===== config.mk =====
export PLATFORM = sky130hd
export DESIGN_NAME = muldiv_seq
export DESIGN_NICKNAME = d
export VERILOG_FILES = /design/src/rtl/rv_pkg.sv /design/src/rtl/muldiv_dp.sv /design/src/rtl/muldiv_seq.sv
export SDC_FILE = /design/constraint.sdc
export NUM_CORES = 1
export LEC_CHECK = 0
export CAP_MARGIN = 20
export CORE_UTILIZATION = 55
export DETAILED_ROUTE_END_ITERATION = 7
export PLACE_DENSITY = 0.75
export SYNTH_ARGS = -nofsm -noshare
export SYNTH_HDL_FRONTEND = slang
export SYNTH_HIERARCHICAL = 1
export SYNTH_SLANG_ARGS = --single-unit

===== constraint.sdc =====
create_clock -name clk -period 10.1 [get_ports clk]
set_clock_uncertainty 0.2 [all_clocks]
set_input_delay 2.525 -clock clk [delete_from_list [all_inputs] [get_ports clk]]
set_output_delay 2.525 -clock clk [all_outputs]
set_load 0.005 [all_outputs]

===== src/rtl/rv_pkg.sv =====
// Shared RV32 definitions: operand width, ALU op encoding, mul/div sequencer states.
package rv_pkg;

  localparam int XLEN       = 32;
  localparam int CTRLSIGW_W = 4;

  localparam logic [XLEN-1:0] ZERO = '0;

  // Base ops occupy codes 0-7; every M-extension op has bit 3 set.
  typedef enum logic [CTRLSIGW_W-1:0] {
    ALU_ADD    = 4'd0,
    ALU_SUB    = 4'd1,
    ALU_AND    = 4'd2,
    ALU_OR     = 4'd3,
    ALU_XOR    = 4'd4,
    ALU_SLT    = 4'd5,
    ALU_SLL    = 4'd6,
    ALU_ILL    = 4'd7,
    ALU_MUL    = 4'd8,
    ALU_MULH   = 4'd9,
    ALU_MULHSU = 4'd10,
    ALU_MULHU  = 4'd11,
    ALU_DIV    = 4'd12,
    ALU_DIVU   = 4'd13,
    ALU_REM    = 4'd14,
    ALU_REMU   = 4'd15
  } alu_op_e;

  typedef enum logic [2:0] {
    IDLE,
    PREP,
    CALC,
    FIN,
    DONE
  } muldiv_state_e;

endpackage


===== src/rtl/muldiv_dp.sv =====
// Mul/div datapath: operand capture, magnitude prep, one-bit-per-cycle
// shift-add multiply / restoring divide, sign fix and result register.
module muldiv_dp #(
  parameter int XLEN       = 32,
  parameter int CTRLSIGW_W = 4
) (
  input  logic                  clk,
  input  logic                  rst,
  input  logic                  ld_ops,
  input  logic                  prep,
  input  logic                  calc,
  input  logic                  fin,
  input  logic [CTRLSIGW_W-1:0] alu_op,
  input  logic [XLEN-1:0]       oprnd_a,
  input  logic [XLEN-1:0]       oprnd_b,
  output logic                  special,
  output logic [XLEN-1:0]       result,
  output logic                  illegal
);
  import rv_pkg::*;

  alu_op_e           op_r;
  logic [XLEN-1:0]   a_r;
  logic [XLEN-1:0]   b_r;
  logic [XLEN-1:0]   mag_r;   // multiplicand or divisor magnitude
  logic [XLEN-1:0]   hi_r;    // product high half / partial remainder
  logic [XLEN-1:0]   lo_r;    // multiplier being consumed / dividend becoming quotient

  logic              is_m, is_div, sgn_a, sgn_b, div_zero, div_ovf;
  logic [XLEN:0]     mul_sum;
  logic [XLEN:0]     div_shift;
  logic [XLEN:0]     div_diff;
  logic [XLEN-1:0]   hi_nx, lo_nx, res_nx, spec_res;
  logic [2*XLEN-1:0] prod_fix;

  // Two's-complement magnitude when the operand is treated as signed.
  function automatic logic [XLEN-1:0] abs_val(input logic signed [XLEN-1:0] v,
                                              input logic is_signed);
    return (is_signed && (v < 0)) ? -v : v;
  endfunction

  function automatic logic [XLEN-1:0] neg_w(input logic [XLEN-1:0] v, input logic neg);
    return neg ? -v : v;
  endfunction

  function automatic logic [2*XLEN-1:0] neg_p(input logic [2*XLEN-1:0] v, input logic neg);
    return neg ? -v : v;
  endfunction

  // Op decode, special-case detection and the per-cycle iteration step.
  always_comb begin
    is_m     = op_r inside {[ALU_MUL:ALU_REMU]};
    is_div   = op_r inside {[ALU_DIV:ALU_REMU]};
    sgn_a    = (op_r inside {ALU_MUL, ALU_MULH, ALU_MULHSU, ALU_DIV, ALU_REM}) && a_r[XLEN-1];
    sgn_b    = (op_r inside {ALU_MUL, ALU_MULH, ALU_DIV, ALU_REM}) && b_r[XLEN-1];
    div_zero = is_div && (b_r == '0);
    div_ovf  = (op_r inside {ALU_DIV, ALU_REM}) &&
               (a_r == {1'b1, {(XLEN-1){1'b0}}}) && (b_r == '1);
    special  = !is_m || div_zero || div_ovf;

    mul_sum   = {1'b0, hi_r} + (lo_r[0] ? {1'b0, mag_r} : '0);
    div_shift = {hi_r, lo_r[XLEN-1]};
    div_diff  = div_shift - {1'b0, mag_r};
    if (is_div) begin
      if (!div_diff[XLEN]) begin
        hi_nx = div_diff[XLEN-1:0];
        lo_nx = {lo_r[XLEN-2:0], 1'b1};
      end else begin
        hi_nx = div_shift[XLEN-1:0];
        lo_nx = {lo_r[XLEN-2:0], 1'b0};
      end
    end else begin
      hi_nx = mul_sum[XLEN:1];
      lo_nx = {mul_sum[0], lo_r[XLEN-1:1]};
    end

    if (!is_m)
      spec_res = ZERO;
    else if (div_zero)
      spec_res = (op_r inside {ALU_DIV, ALU_DIVU}) ? '1 : a_r;
    else
      spec_res = (op_r == ALU_DIV) ? a_r : '0;

    prod_fix = neg_p({hi_r, lo_r}, sgn_a ^ sgn_b);
    case (op_r)
      ALU_MUL:             res_nx = prod_fix[XLEN-1:0];
      ALU_DIV, ALU_DIVU:   res_nx = neg_w(lo_r, sgn_a ^ sgn_b);
      ALU_REM, ALU_REMU:   res_nx = neg_w(hi_r, sgn_a);
      default:             res_nx = prod_fix[2*XLEN-1:XLEN];
    endcase
    if (special)
      res_nx = spec_res;
  end

  // Operand capture, iteration registers, result and illegal flag.
  always_ff @(posedge clk) begin
    if (rst) begin
      op_r    <= ALU_ADD;
      a_r     <= '0;
      b_r     <= '0;
      mag_r   <= '0;
      hi_r    <= '0;
      lo_r    <= '0;
      result  <= '0;
      illegal <= 1'b0;
    end else begin
      if (ld_ops) begin
        op_r    <= alu_op_e'(alu_op);
        a_r     <= oprnd_a;
        b_r     <= oprnd_b;
        illegal <= 1'b0;
      end
      if (prep) begin
        mag_r <= is_div ? abs_val(b_r, sgn_b) : abs_val(a_r, sgn_a);
        lo_r  <= is_div ? abs_val(a_r, sgn_a) : abs_val(b_r, sgn_b);
        hi_r  <= '0;
      end
      if (calc) begin
        hi_r <= hi_nx;
        lo_r <= lo_nx;
      end
      if (fin) begin
        result  <= res_nx;
        illegal <= !is_m;
      end
    end
  end

endmodule


===== src/rtl/muldiv_seq.sv =====
// Multi-cycle RV32M sequencer: FSM and bit counter driving muldiv_dp.
module muldiv_seq #(
  parameter int XLEN       = 32,
  parameter int CTRLSIGW_W = 4
) (
  input  logic                  clk,
  input  logic                  rst,
  input  logic                  start,
  input  logic                  flush,
  input  logic [CTRLSIGW_W-1:0] alu_op,
  input  logic [XLEN-1:0]       oprnd_a,
  input  logic [XLEN-1:0]       oprnd_b,
  output logic                  busy,
  output logic                  done,
  output logic [XLEN-1:0]       result,
  output logic                  illegal
);
  import rv_pkg::*;

  localparam int CNT_W = $clog2(XLEN);

  muldiv_state_e    state_q, state_d;
  logic [CNT_W-1:0] cnt_q;
  logic             ld_ops, prep, calc, fin, special;

  // State register.
  always_ff @(posedge clk) begin
    if (rst) state_q <= IDLE;
    else     state_q <= state_d;
  end

  // Next state and datapath strobes; flush overrides every transition.
  always_comb begin
    state_d = state_q;
    ld_ops  = 1'b0;
    prep    = 1'b0;
    calc    = 1'b0;
    fin     = 1'b0;
    busy    = (state_q != IDLE);
    done    = (state_q == DONE);
    case (state_q)
      IDLE: if (start) begin
        state_d = PREP;
        ld_ops  = 1'b1;
      end
      PREP: begin
        state_d = special ? FIN : CALC;
        prep    = 1'b1;
      end
      CALC: begin
        calc = 1'b1;
        if (cnt_q == '0) state_d = FIN;
      end
      FIN: begin
        state_d = DONE;
        fin     = 1'b1;
      end
      DONE:    state_d = IDLE;
      default: state_d = IDLE;
    endcase
    if (flush) begin
      state_d = IDLE;
      ld_ops  = 1'b0;
      prep    = 1'b0;
      calc    = 1'b0;
      fin     = 1'b0;
    end
  end

  // Iteration counter: loaded in PREP, counts XLEN-1 down to 0 in CALC.
  always_ff @(posedge clk) begin
    if (rst)       cnt_q <= '0;
    else if (prep) cnt_q <= CNT_W'(XLEN - 1);
    else if (calc) cnt_q <= cnt_q - 1'b1;
  end

  muldiv_dp #(
    .XLEN       (XLEN),
    .CTRLSIGW_W (CTRLSIGW_W)
  ) u_dp (
    .clk     (clk),
    .rst     (rst),
    .ld_ops  (ld_ops),
    .prep    (prep),
    .calc    (calc),
    .fin     (fin),
    .alu_op  (alu_op),
    .oprnd_a (oprnd_a),
    .oprnd_b (oprnd_b),
    .special (special),
    .result  (result),
    .illegal (illegal)
  );

endmodule


==> run_results.csv, run 1 <==
group,metric,value,unit
timing,tightest_slew,1096,ps
worst_setup_path,cp.required,10380,ps
routing,viasPerCell,6.463,
timing,fin_crit_sh,0.5054,
cells_and_area,area_growth,12.03,%
cells_and_area,fin_nets,2328,
floorplan,rows,63,
routing,ant_nets,0,
cells_and_area,drive_gt1_frac,0.04998,
placed_design,portBuffers,106,
routing,drc,10,
routing,routed_wl,55970,um
timing,finalHoldViolCount,0,
outcome,violations,"design-rule violations",
worst_setup_path,endpoint_kind,"flip-flop",
timing,rsz0062_at_grt,"no",
clock_network,cts_hold_buf,0,
logic_synthesis,synth-main-ff-cell,"dfxtp_1",
clock_network,cts_buffer_depth,3,
floorplan,initial_core_util,0.5582,
timing,post-route-min-period,5104,ps
cells_and_area,n_antenna_cell,0,
timing,setup_viol,0,
logic_synthesis,synth_cells,2197,
worst_setup_path,critPathArrivalTime,5380,ps
pwr,vdd_drop_max,0.1263,mV
cells_and_area,multiInputGateArea,11510,um^2
global_routing,grt_max_degree,83,
placed_design,dp.final_hpwl,42080,um
clock_network,cts_made_buffers,24,
floorplan,die_x,175.2,um
cells_and_area,design_area,18480,um^2
floorplan,die_y,175.2,um
global_routing,antenna_found_initial,0,
timing,tns,0,ps
timing,fmax,0.1959,GHz
floorplan,core_area,29560,um^2
logic_synthesis,syn-cell-area,16500,um^2
floorplan,die-area,30700,um^2
logic_synthesis,seq_area_frac_synth,0.2487,
placed_design,dpl_cell_area,17590,um^2
worst_setup_path,crit_path_start,"flush",
global_routing,grt_pass1_wl,87150,um
clock_network,cts_tree,"yes",
global_routing,grt_overflow,0,
timing,maxSlewViolCount,0,
clock_network,cts.sinks,205,
logic_synthesis,ys_ff_latch,205,
routing,firstDrtPassIters,8,
clock_network,clk_pin_slew,60,ps
clock_network,htreeDepth,1,
logic_synthesis,yosysWarnings,6,
routing,via_count,16750,
floorplan,io_pins,107,
hold_path,min_path_type,"flip-flop to flip-flop",
outcome,status,"finished, violations left",
logic_synthesis,syn_area_per_cell,7.510,um^2
clock_network,clk_latency,540,ps
worst_setup_path,path_class,"primary input to flip-flop",
clock_network,root_buffer,"clkbuf_16",
cells_and_area,fillers,2661,
logic_synthesis,synth_edf_count,0,
placed_design,gp_congestion,0.9907,
run,maxCapViolCount,0,
worst_setup_path,path_max_fanout,59,
pwr,power_density,120.2,nW/um^2
routing,drt-wirelength-per-cell,21.60,um
logic_synthesis,syn_nets,2341,
hold_path,hp-start,"u_dp/mag_r[28]",
clock_network,postCtsSetupBuffers,0,
logic_synthesis,async_flop_share,0,
routing,drt_iter0_drc,1972,
cells_and_area,regArea,4104,um^2
worst_setup_path,cp-start-kind,"primary input",
logic_synthesis,synth_cell_type_count,82,
global_routing,grt_pass1_vias,15400,
pwr,p_leak,7.237,nW
timing,maxSlewHeadroom,0.2682,
global_routing,grtUsageTotal,0.3591,
worst_setup_path,reg2reg_from,"u_dp/lo_r[0]",
clock_network,ctsResizeCount,0,
==> metal layers <==
layer  track usage  share of wire
met1        0.4788           0.41
met2        0.5569           0.43
met3       0.05048          0.090
met4        0.1989          0.062
met5             0              0
==> synth_stat cells, types with 49 or more instances <==
master | count | area, um^2
ha_1 | 70 | 875.8
clkbuf_1 | 135 | 506.7
a211oi_1 | 50 | 375.4
xnor2_1 | 94 | 823.3
nand2_1 | 220 | 825.8
xor2_1 | 90 | 788.3
nor3_1 | 49 | 245.2
mux2i_1 | 126 | 1261
a21oi_1 | 183 | 915.9
o21ai_0 | 127 | 635.6
inv_1 | 63 | 236.5
dfxtp_1 | 205 | 4104
nor2_1 | 269 | 1010
==> state kept, by name, summed over array words and instances, names as in the netlist, 3 cells and up <==
signal	flops
u_dp/b_r	32
cnt_q	5
u_dp/mag_r	32
u_dp/result	32
u_dp/lo_r	32
u_dp/op_r	4
u_dp/a_r	32
state_q	3
u_dp/hi_r	32
==> cell families after synthesis <==
logic type	after synthesis	share of synthesized area
adders and majority gates	72	0.05551
xor gates and xnor gates	184	0.09767
AOI/OAI and AO/OA	652	0.2617
buffers and inverters	235	0.05703
muxes	128	0.07780
and+or+nand+nor	721	0.2016
DFF	205	0.2487
==> final cells by class <==
type / instances / share of cell area
inverters: 64 / 0.01300
well taps: 390 / 0.02640
clock buffers: 29 / 0.03628
flip-flops and latches: 205 / 0.2220
clock inverters: 14 / 0.01137
multi-input cells: 1757 / 0.6227
repair buffers: 132 / 0.06823
==> worst max-delay path, stage by stage <==
cell	delay, ps
clkdlybuf4s50_1	570
nor4b_4	270
buf_4	630
inv_1	100
buf_4	350
nor3_1	630
a221o_1	260
==> per-stage QoR <==
stage	total power, mW	hold slack [ps]	util	setup WS, ps	cells
3_3_place_gp	1.251	248.4	0.5950	4635	2547
2_1_floorplan	1.134	241.1	-	5648	2197
4_1_cts	2.223	267.3	0.6248	5095	2590
6_report	2.223	268.7	0.6253	4996	2591
3_5_place_dp	1.257	255.9	0.5950	4551	2547
5_1_grt	2.301	290.8	0.6253	4891	2591
==> power breakdown <==
part / switching, mW / internal, mW
combinational: 0.233 / 0.149
sequential: 0.0407 / 0.829
clock: 0.371 / 0.601
==> cell usage in the layout, fill, tap and decap left out, types with 10 or more instances in the layout <==
master,count
nor2_1,269
nand2_1,219
dfxtp_1,205
a21oi_1,183
mux2i_1,126
o21ai_0,126
clkdlybuf4s50_1,105
xnor2_1,92
xor2_1,90
ha_1,70
inv_1,63
a211oi_1,50
nor3_1,48
o211ai_1,40
a21o_1,31
nand3_1,28
buf_4,26
nand2b_1,25
clkbuf_16,25
o31ai_1,24
a311oi_1,23
nand4_1,20
a31oi_1,20
a22oi_1,19
or3_1,17
and3_1,15
nor4_1,15
a221oi_1,14
a222oi_1,13
o21a_1,11
o22ai_1,11
o41ai_1,11
a221o_1,10
o21ai_1,10
==> path summary, 6_finish.rpt <==
check / to / slack [ps] / cells after the start
worst max-delay path: u_dp/lo_r[19] / 5000 / 7
worst min-delay path: u_dp/mag_r[28] / 270 / 2
worst max register to register: u_dp/result[26] / 5230 / 9
worst min register to register: u_dp/mag_r[28] / 270 / 2
Note: power is estimated with default switching activity, not from simulation.
==> inputs of run 2 (changes only) <==
PLACE_DENSITY = 0.78   (was 0.75)
clock period = 4.46 ns   (was 10.1 ns; I/O delays follow)
==> run 2 against run 1 <==
Against the previous run: the run now ends clean; cell count rose by 2.1%; sequential share of layout area fell by 0.45 points; core utilization rose by 1.3 points; critical path type is now flip-flop to flip-flop.
==> run_results.csv, run 2 (synthesis results as in run 1) <==
group,metric,value,unit
outcome,status,"complete, no violations",
timing,rsz0062_at_grt,"no",
floorplan,core_area,29560,um^2
timing,fmax,0.2326,GHz
clock_network,clk_pin_slew,60,ps
floorplan,rows,63,
global_routing,grt_max_degree,92,
cells_and_area,finish.utilization,0.6384,
worst_setup_path,cp-start-kind,"flip-flop",
floorplan,die_y,175.2,um
cells_and_area,drive_gt1_frac,0.07184,
worst_setup_path,timing.rr.end,"state_q[0]",
cells_and_area,final_cell_mix,"nor2_1 (269), nand2_1 (219), dfxtp_1 (205)",
routing,drc,0,
routing,viasPerCell,6.505,
timing,maxSlewHeadroom,0.2529,
worst_setup_path,path_class,"flip-flop to flip-flop",
cells_and_area,fin_nets,2385,
pwr,vdd_drop_max,0.2957,mV
worst_setup_path,path_cells,"nor4_1 -> nand2_1 -> nor3_1 -> nand2_1 -> o41ai_4 -> or2_1 -> buf_4 -> nand2b_1 -> a2111oi_0 -> a21boi_0",
routing,firstDrtPassIters,6,
placed_design,portBuffers,106,
worst_setup_path,slowest_stage,"nor4_1",
routing,ant_nets,0,
worst_setup_path,cp.required,4710,ps
global_routing,grt_overflow,0,
routing,routed_wl,58390,um
global_routing,grt_pass1_vias,16170,
floorplan,initial_core_util,0.5582,
pwr,power_density,261.6,nW/um^2
timing,setup_viol,0,
clock_network,cts_buffer_depth,3,
floorplan,die_x,175.2,um
timing,maxSlewViolCount,0,
placed_design,dpl_cell_area,18070,um^2
placed_design,place_ws,349.1,ps
timing,fin_ws,160.8,ps
cells_and_area,n_antenna_cell,0,
hold_path,min_to,"u_dp/mag_r[14]",
timing,finalHoldViolCount,0,
worst_setup_path,cpMostUsedCell,"nand2_1",
worst_setup_path,reg2reg_from,"u_dp/a_r[7]",
timing,fin_crit_sh,0.9639,
run,maxCapViolCount,0,
global_routing,grtUsageTotal,0.3740,
hold_path,whs_path_depth,2,
worst_setup_path,path_buf_inv,1,
clock_network,cts_tree,"yes",
cells_and_area,design_area,18870,um^2
routing,drt_iter0_drc,2102,
timing,tightest_slew,1110,ps
timing,fin_hold_ws,263.0,ps
clock_network,ctsResizeCount,0,
worst_setup_path,cp_top_family,"simple AND/OR/NAND/NOR gates",
placed_design,dp.cells,2605,
cells_and_area,fillers,2668,
clock_network,cts.sinks,205,
placed_design,gp_congestion,1.016,
worst_setup_path,critPathArrivalTime,4550,ps
worst_setup_path,reg2reg_depth,10,
floorplan,io_pins,107,
hold_path,hp-start,"u_dp/mag_r[14]",
cells_and_area,layout_commonest_cell,"nor2_1",
cells_and_area,area_growth,14.37,%
worst_setup_path,path_max_fanout,7,
clock_network,clk_latency,540,ps
global_routing,grt_pass1_wl,90770,um
routing,drt-wirelength-per-cell,22.07,um
clock_network,cts_made_buffers,24,
floorplan,die-area,30700,um^2
clock_network,root_buffer,"clkbuf_16",
hold_path,min_path_type,"flip-flop to flip-flop",
timing,tns,0,ps
clock_network,htreeDepth,1,
routing,via_count,17210,
pwr,p_leak,7.505,nW
pwr,finalPower,4.937,mW
clock_network,cts_hold_buf,0,
worst_setup_path,endpoint_kind,"flip-flop",
timing,post-route-min-period,4299,ps
cells_and_area,stdcell_count,2645,
global_routing,antenna_found_initial,4,
worst_setup_path,slowest_delay,990,ps
worst_setup_path,regToRegSetupSlack,160,ps
placed_design,dp.final_hpwl,44090,um
clock_network,postCtsSetupBuffers,0,
## run 2: worst max-delay path by stage
stage | startpoint | end | cells past startpoint
2_1_floorplan | u_dp/lo_r[31] | u_dp/hi_r[11] | 14
3_3_place_gp | u_dp/a_r[6] | state_q[0] | 10
3_5_place_dp | u_dp/a_r[6] | state_q[0] | 10
4_1_cts | u_dp/a_r[6] | state_q[0] | 10
5_1_grt | u_dp/a_r[6] | state_q[0] | 10
6_report | u_dp/a_r[7] | state_q[0] | 10
## run 2: worst reg2reg max path, delay by kind of cell (launching register included)
kind,cells,cell delay (ps)
buf+inv,1,190
simple gates,6,2130
flops,1,450
compound gates,3,1250
## run 2: metal layers
layer  GRT usage  vias up  share of wire
li1            -     8042              -
met5           0        -        0.00063
met4      0.1880        6          0.056
met3     0.06636      194          0.091
met1      0.4863     8069           0.41
met2      0.5934      894           0.44
## run 2: layout make-up
type / count / area [um^2] / share of cell area
clock buffer: 30 / 664.4 / 0.03521
clock inverter: 10 / 132.6 / 0.007028
inverter: 64 / 240.2 / 0.01273
multi-input combinational: 1757 / 11510 / 0.6099
sequential: 205 / 4104 / 0.2175
tap: 390 / 488.0 / 0.02586
timing repair buffer: 189 / 1732 / 0.09176
## run 2: power by group
group / internal [mW] / switching, mW
logic: 0.386 / 0.551
registers: 1.88 / 0.0849
clock network: 1.22 / 0.816
